--- src/rtl/tt_sweep_driver.sv ---
// tt_sweep_driver: drives a 4-input gate through all 16 vectors, captures its truth table and compares it.
// Define TT_SWEEP_MAJORITY_EN to take a 2-of-3 majority over the last three cycles of each hold window.
module tt_sweep_driver #(
    parameter logic [15:0] EXPECTED_TT = 16'h240F,
    parameter int SETTLE_CYCLES = 2
) (
    input  logic        clk,
    input  logic        rst,
    input  logic        start,
    output logic [3:0]  gate_in,
    input  logic        gate_out,
    output logic        busy,
    output logic        done,
    output logic [15:0] tt_captured,
    output logic [15:0] mismatch,
    output logic        pass
);
    typedef enum logic [1:0] {IDLE, HOLD, DONE} state_t;
    state_t state, state_nx;
    logic [3:0] idx, idx_nx, cnt, cnt_nx;
    logic [15:0] shreg, shreg_nx;
    logic smp;
`ifdef TT_SWEEP_MAJORITY_EN
    logic [1:0] hist;
    if (SETTLE_CYCLES < 2) begin : g_settle_chk
        $error("SETTLE_CYCLES must be at least 2 for majority sampling");
    end
    always_ff @(posedge clk)
        if (rst) hist <= '0;
        else if (state == HOLD && cnt <= 4'd2) hist <= {hist[0], gate_out};
    assign smp = (hist[1] & hist[0]) | (hist[1] & gate_out) | (hist[0] & gate_out);
`else
    assign smp = gate_out;
`endif
    assign gate_in = state == HOLD ? idx : 4'd0;
    assign busy = state == HOLD;
    assign done = state == DONE;
    // The sample edge doubles as the advance: index, vector and counter all move on it.
    always_comb begin
        state_nx = state;
        idx_nx = idx;
        cnt_nx = cnt;
        shreg_nx = shreg;
        if (state == IDLE && start) begin
            state_nx = HOLD;
            idx_nx = 4'd0;
            cnt_nx = 4'(SETTLE_CYCLES);
            shreg_nx = '0;
        end else if (state == HOLD) begin
            if (cnt != 4'd0) begin
                cnt_nx = cnt - 4'd1;
            end else begin
                shreg_nx[idx] = smp;
                idx_nx = idx + 4'd1;
                cnt_nx = 4'(SETTLE_CYCLES);
                state_nx = idx == 4'd15 ? DONE : HOLD;
            end
        end else if (state == DONE) begin
            state_nx = IDLE;
        end
    end
    always_ff @(posedge clk) begin
        if (rst) begin
            state <= IDLE;
            idx <= '0;
            cnt <= '0;
            shreg <= '0;
            tt_captured <= '0;
            mismatch <= '0;
            pass <= 1'b0;
        end else begin
            state <= state_nx;
            idx <= idx_nx;
            cnt <= cnt_nx;
            shreg <= shreg_nx;
            if (state == HOLD && state_nx == DONE) begin
                tt_captured <= shreg_nx;
                mismatch <= shreg_nx ^ EXPECTED_TT;
                pass <= shreg_nx == EXPECTED_TT;
            end
        end
    end
endmodule

--- config.mk ---
export PLATFORM = sky130hd
export DESIGN_NAME = tt_sweep_driver
export DESIGN_NICKNAME = d
export VERILOG_FILES = /design/src/rtl/tt_sweep_driver.sv
export SDC_FILE = /design/constraint.sdc
export NUM_CORES = 1
export LEC_CHECK = 0
export ABC_CLOCK_PERIOD_IN_PS = 5900
export CAP_MARGIN = 20
export CORE_MARGIN = 2
export CORE_UTILIZATION = 55
export DETAILED_ROUTE_END_ITERATION = 12
export GPL_TIMING_DRIVEN = 0
export PLACE_DENSITY = 0.83
export SLEW_MARGIN = 25
export SYNTH_ARGS = -nofsm -noshare
export SYNTH_HDL_FRONTEND = slang
export SYNTH_SLANG_ARGS = --single-unit
--- constraint.sdc ---
create_clock -name clk -period 5.9 [get_ports clk]
set_input_delay 0.59 -clock clk [delete_from_list [all_inputs] [get_ports clk]]
set_output_delay 0.59 -clock clk [all_outputs]
set_load 0.01 [all_outputs]
After elaboration in Yosys (flattened, before gate mapping)
Index checks and enable logic that the tools add are counted.
W data, S select, Z words.
{"block": "word_totals", "register_bits": 59, "in_bits": 4, "elab_cells": 42}
{"block": "op_classes", "eq_ne": 5, "bitwise_logic": 2, "order_cmp": 2, "add_sub_neg": 2, "reduce_logical": 8, "n_mux": 15}
{"op": "$mux W16", "count": 3}
{"op": "$bwmux W16", "count": 1}
{"op": "$eq A16 B14 Y1 const B", "count": 1}
{"op": "$mux W2", "count": 7}
{"op": "$mux W4", "count": 2}
{"op": "$not A6 Y6", "count": 1}
{"op": "$lt A4 B5 Y1 const B", "count": 1}
{"op": "$add A4 B1 Y4 const B", "count": 1}
{"op": "$demux W1 S4", "count": 1}
{"op": "$eq A2 B2 Y1 const B", "count": 2}
{"op": "$eq A4 B4 Y1 const B", "count": 1}
{"op": "$ge A4 B1 Y1 const B", "count": 1}
{"op": "$reduce_bool A4 Y1", "count": 1}
{"op": "$sub A4 B1 Y4 const B", "count": 1}
{"op": "$logic_and A1 B1 Y1", "count": 3}
{"op": "$eq A2 B1 Y1 const B", "count": 1}
{"op": "$logic_not A2 Y1", "count": 1}
{"op": "$reduce_and A2 Y1", "count": 1}
{"op": "$reduce_bool A2 Y1", "count": 1}
{"op": "$reduce_or A2 Y1", "count": 1}
{"op": "$mux W1", "count": 1}
{"op": "$not A1 Y1", "count": 1}

Longest topological paths before layout
{"block": "logic_depth", "ltp_word": 9, "ltp_mapped": 9, "mapped_depth_nobuf": 7}

Worst setup path after synthesis
OpenSTA, ideal clock, no wires.
{"block": "synth_timing", "path_kind": "register to register", "from": "register cnt[2]", "to": "register pass", "path_buffers": 2, "path_slack_ns": 3.716, "path_stages_with_launch": 8, "arrival_time_ns": 2.100, "period_less_slack_ns": 2.184, "required_time_ns": 5.816, "path_cell_list": "dfxtp_1 > buf_6 > or4b_4 > buf_6 > nor4_4 > o2111ai_1 > or4b_1 > o31ai_2"}
{"block": "synth_via", "elab_chain_len": 6, "word_cells_on_any_way": 10, "classes_between": "eq/ne (2); mux (6); reduce/logical (2)"}
{"item": "start: declaration", "line_no": "20", "source": "logic [3:0] idx, idx_nx, cnt, cnt_nx;"}
{"item": "start signal: assignment", "line_no": "74", "source": "cnt <= cnt_nx;"}
{"item": "$reduce_bool A4 Y1 *", "line_no": "50", "source": "if (cnt != 4'd0) begin"}
{"item": "parallel branches: the longest is 5 deep, another holds $mux W16"}
{"item": "end signal: assignment", "line_no": "70", "source": "pass <= 1'b0;"}
{"item": "end signal: assignment", "line_no": "79", "source": "pass <= shreg_nx == EXPECTED_TT;"}
{"item": "end: declaration", "line_no": "16", "source": "output logic pass"}
Every way passes the cells marked *.
A chain may end at the register's enable or synchronous reset.

Final worst setup path
{"block": "layout_timing", "from": "register state[1]", "to": "output port gate_in[2]"}
{"block": "layout_via", "elab_chain_len": 2}
{"item": "start: declaration", "line_no": "19", "source": "state_t state, state_nx;"}
{"item": "start signal: assignment", "line_no": "72", "source": "state <= state_nx;"}
{"item": "$eq A2 B1 Y1", "line_no": "35", "source": "assign gate_in = state == HOLD ? idx : 4'd0;"}
{"item": "$mux W4", "line_no": "35"}
{"item": "end: declaration", "line_no": "10", "source": "output logic [3:0] gate_in,"}
Every way passes these cells.

==> flow_summary.ini <==
[synth]
ys.flop_type = sky130_fd_sc_hd__dfxtp_1
synth_area_per_cell_sq_um = 8.15
synth-adder-area-share = 0.0254
syn-num-nets = 311
yosys.cell_types.count = 50
portion_of_the_post_synthesis_area_used_by_sequential_elements = 0.390
number_of_synthesized_register_bits = 48
synth_top_family_by_area = simple AND/OR/NAND/NOR gates
synth-async-reset-ratio = 0
synthesis.area_sq_um = 2460
synth.area.mux_share = 0.0391
synthCells = 302
synth-xor-area-share = 0.00712
synth_simple_gate_area_share = 0.284
synthesized_area_fraction_occupied_by_ao_oa_aoi_and_oai_cells = 0.167
yosysWarningCount = 0
synth_edf_count = 0

[power_and_ir_drop]
relative_contribution_of_the_clock_network_to_total_power = 0.356
p_leak_uw = 0.00103
intPower_uw = 439
power.share.switching = 0.267
cellPowerDensity_nw_per_um2 = 197
p_comb_frac = 0.096
net-switching-power_uw = 160
vdd_ir_drop_max_mv = 0.141
power_frac_seq = 0.547

[clock_network]
post_cts_hold_buffer_count = 0
postCtsSetupRepairBufs = 0
cts_max_level = 2
cts-root-to-sink-buffers = 2
cts_made_buffers = 5
post_cts_resized = 0
clkSlewWorstSetupHoldPaths_ps = 90
cts_tree = yes
insertion_delay_ps = 310
master_cell_of_the_clock_root_buffer = sky130_fd_sc_hd__clkbuf_8
number_of_clock_sinks_seen_by_cts = 48

[final_layout]
mostFrequentLayoutCell = sky130_fd_sc_hd__dfxtp_1
design.final.nets = 360
filler_cell_count = 386
multi_input_comb_area_sq_um = 1290
diodes = 0
drive_gt1_frac = 0.105
area.sequential_sq_um = 961
layout-area-overhead-vs-synth_pct = 23.7
most-common-layout-cells = sky130_fd_sc_hd__dfxtp_1 (48), sky130_fd_sc_hd__nand2_1 (45), sky130_fd_sc_hd__clkdlybuf4s50_1 (42)

[sta]
fmax_mhz = 363
timing.final.max_slew_violations = 0
clock-skew-final_ps = 8.27
timing.setup.tns_ps = 0
hold_ws_ps = 461
rsz0062_at_grt = false
finalSetupViolCount = 0
worst_pin_slew_ps = 1060
fin_crit_ps = 2760
final_clock_period_utilization_by_the_worst_path = 0.467
finalHoldViolCount = 0
relSlewSlack = 0.294

[critical_path]
critical-path-max-stage-delay_ps = 530
cp_data_arrival_time_ps = 2170
critical_path_required_time_ps = 5310
critical_path.reg2reg.endpoint = pass$_SDFFE_PP0P_
worst_path_max_delay_cell = sky130_fd_sc_hd__clkdlybuf4s50_1
critical_path_class = reg2out
rrSetupSlack_ps = 3310
cpMostUsedCell = sky130_fd_sc_hd__inv_1
destination_of_the_critical_timing_path = gate_in[2]
worstPathBufferInverterCount = 4
reg2regPathDepth = 8
crit-reg2reg-launch = cnt[0]$_SDFFE_PP0N_
worst_path_dominant_cell_family = buffers and inverters
timing.critical_path.fanout_max = 10
worst_setup_path_startpoint = state[1]$_SDFF_PP0_
crit_chain = inv_1 > nand2_1 > inv_1 > clkbuf_1 > and2_1 > clkdlybuf4s50_1
critPathCaptureType = primary output
critPathLaunchType = register
worstSetupPathDepth = 6

[grt]
first_global_vias = 2166
gr-total-overflow = 0
antenna_violations_before_repair = 0
global_route_wire_length_before_repair_mm = 10.7
grt_max_degree = 16
grt_util_all_layers = 0.272

[detailed_routing]
final_antenna_net_count = 0
vias_per_cell = 5.75
detailedRoute.firstIterationViolations = 244
detail_route.drc_violations = 0
route.final.wire_length_mm = 6.61
firstDrtPassIters = 4
route.vias.total = 2323
routed_wire_length_per_instance_microns = 16.4

[die]
num_io_pins = 43
die_area_sq_um = 5030
rows = 24
core-area_sq_um = 4320
die_w_microns = 70.9
initial_utilization = 0.569
fp.dieH_microns = 70.9

[placement]
dp_hpwl_mm = 4.77
gpl.final_weighted_congestion = 0.913
port_buffers = 42

[job]
max_cap_violations = 0

[min_path]
worstHoldPathType = reg2reg

[outcome]
run_status = completed
power groups by stage:
stage | logic, uW | clock network [uW] | registers, uW
floorplan | 38.7 | 0 | 335
global placement | 56.3 | 0 | 335
detailed placement | 56.2 | 0 | 336
CTS | 56.6 | 215 | 328
global route | 62.7 | 227 | 329
finish | 57.8 | 214 | 328
sequential cells by signal (all words and copies together) (netlist names):
signal       count
cnt              4
idx              4
mismatch         6
pass             1
shreg           15
state            2
tt_captured     16
cell families after synthesis:
logic type                 Yosys count
and+or+nand+nor                    134
AOI/OAI and AO/OA                   63
DFF                                 48
buffers and inverters               41
muxes                                9
adders and majority gates            5
xor gates and xnor gates             2
layout make-up:
cell class	instances	area share
clock buffers	6	0.0271
well taps	52	0.0214
flip-flops and latches	48	0.316
repair buffers	42	0.138
plain buffers	34	0.0617
multi-input cells	213	0.423
inverters	7	0.00863
clock inverters	2	0.00493
worst min-delay path, stage by stage (launching register included):
cell and delay (ps):
sky130_fd_sc_hd__dfxtp_1 320, sky130_fd_sc_hd__nand2_1 50, sky130_fd_sc_hd__a21oi_1 50
worst min path at each step:
| stage | startpoint | endpoint | depth (start not counted) |
|---|---|---|---|
| 6_report | tt_captured[0]$_SDFFE_PP0P_ | tt_captured[0]$_SDFFE_PP0P_ | 2 |
| 5_1_grt | tt_captured[0]$_SDFFE_PP0P_ | tt_captured[0]$_SDFFE_PP0P_ | 2 |
| 4_1_cts | tt_captured[0]$_SDFFE_PP0P_ | tt_captured[0]$_SDFFE_PP0P_ | 2 |
| 3_5_place_dp | tt_captured[0]$_SDFFE_PP0P_ | tt_captured[0]$_SDFFE_PP0P_ | 2 |
| 3_3_place_gp | mismatch[3]$_SDFFE_PP0P_ | mismatch[3]$_SDFFE_PP0P_ | 2 |
| 2_1_floorplan | shreg[13]$_SDFF_PP0_ | shreg[13]$_SDFF_PP0_ | 2 |
cells in the mapped netlist (7+ instances only):
cell type                  instances  area [sq um]
sky130_fd_sc_hd__nand2_1          45           169
sky130_fd_sc_hd__clkbuf_1         16          60.1
sky130_fd_sc_hd__buf_4            11          82.6
sky130_fd_sc_hd__nand3_1           9          45.0
sky130_fd_sc_hd__and2_1            7          43.8
sky130_fd_sc_hd__nor2_1           30           113
sky130_fd_sc_hd__a211oi_1          7          52.6
sky130_fd_sc_hd__o31ai_1          11          82.6
sky130_fd_sc_hd__inv_1             7          26.3
sky130_fd_sc_hd__nand4_1           9          56.3
sky130_fd_sc_hd__nor2b_1           8          50.1
sky130_fd_sc_hd__a21oi_1          27           135
sky130_fd_sc_hd__dfxtp_1          48           961
per-layer routing:
metal	share of wire	global-route usage	up-vias
li1	-	-	1137
met1	0.45	0.380	1079
met2	0.45	0.422	96
met3	0.083	0.0427	11
met4	0.018	0.113	0
met5	0	0	-
through the flow:
stage / std cells / instance area, sq um / total power (uW) / utilization / setup WS (ps)
global route: 404 / 3040 / 618 / 0.704 / 3020
finish: 404 / 3040 / 599 / 0.704 / 3140
floorplan: 302 / 2460 / 374 / - / 3720
CTS: 404 / 3040 / 600 / 0.704 / 3200
detailed placement: 396 / 2950 / 392 / 0.681 / 3110
global placement: 396 / 2950 / 392 / 0.681 / 3080
(Power assumes the default switching activity.)
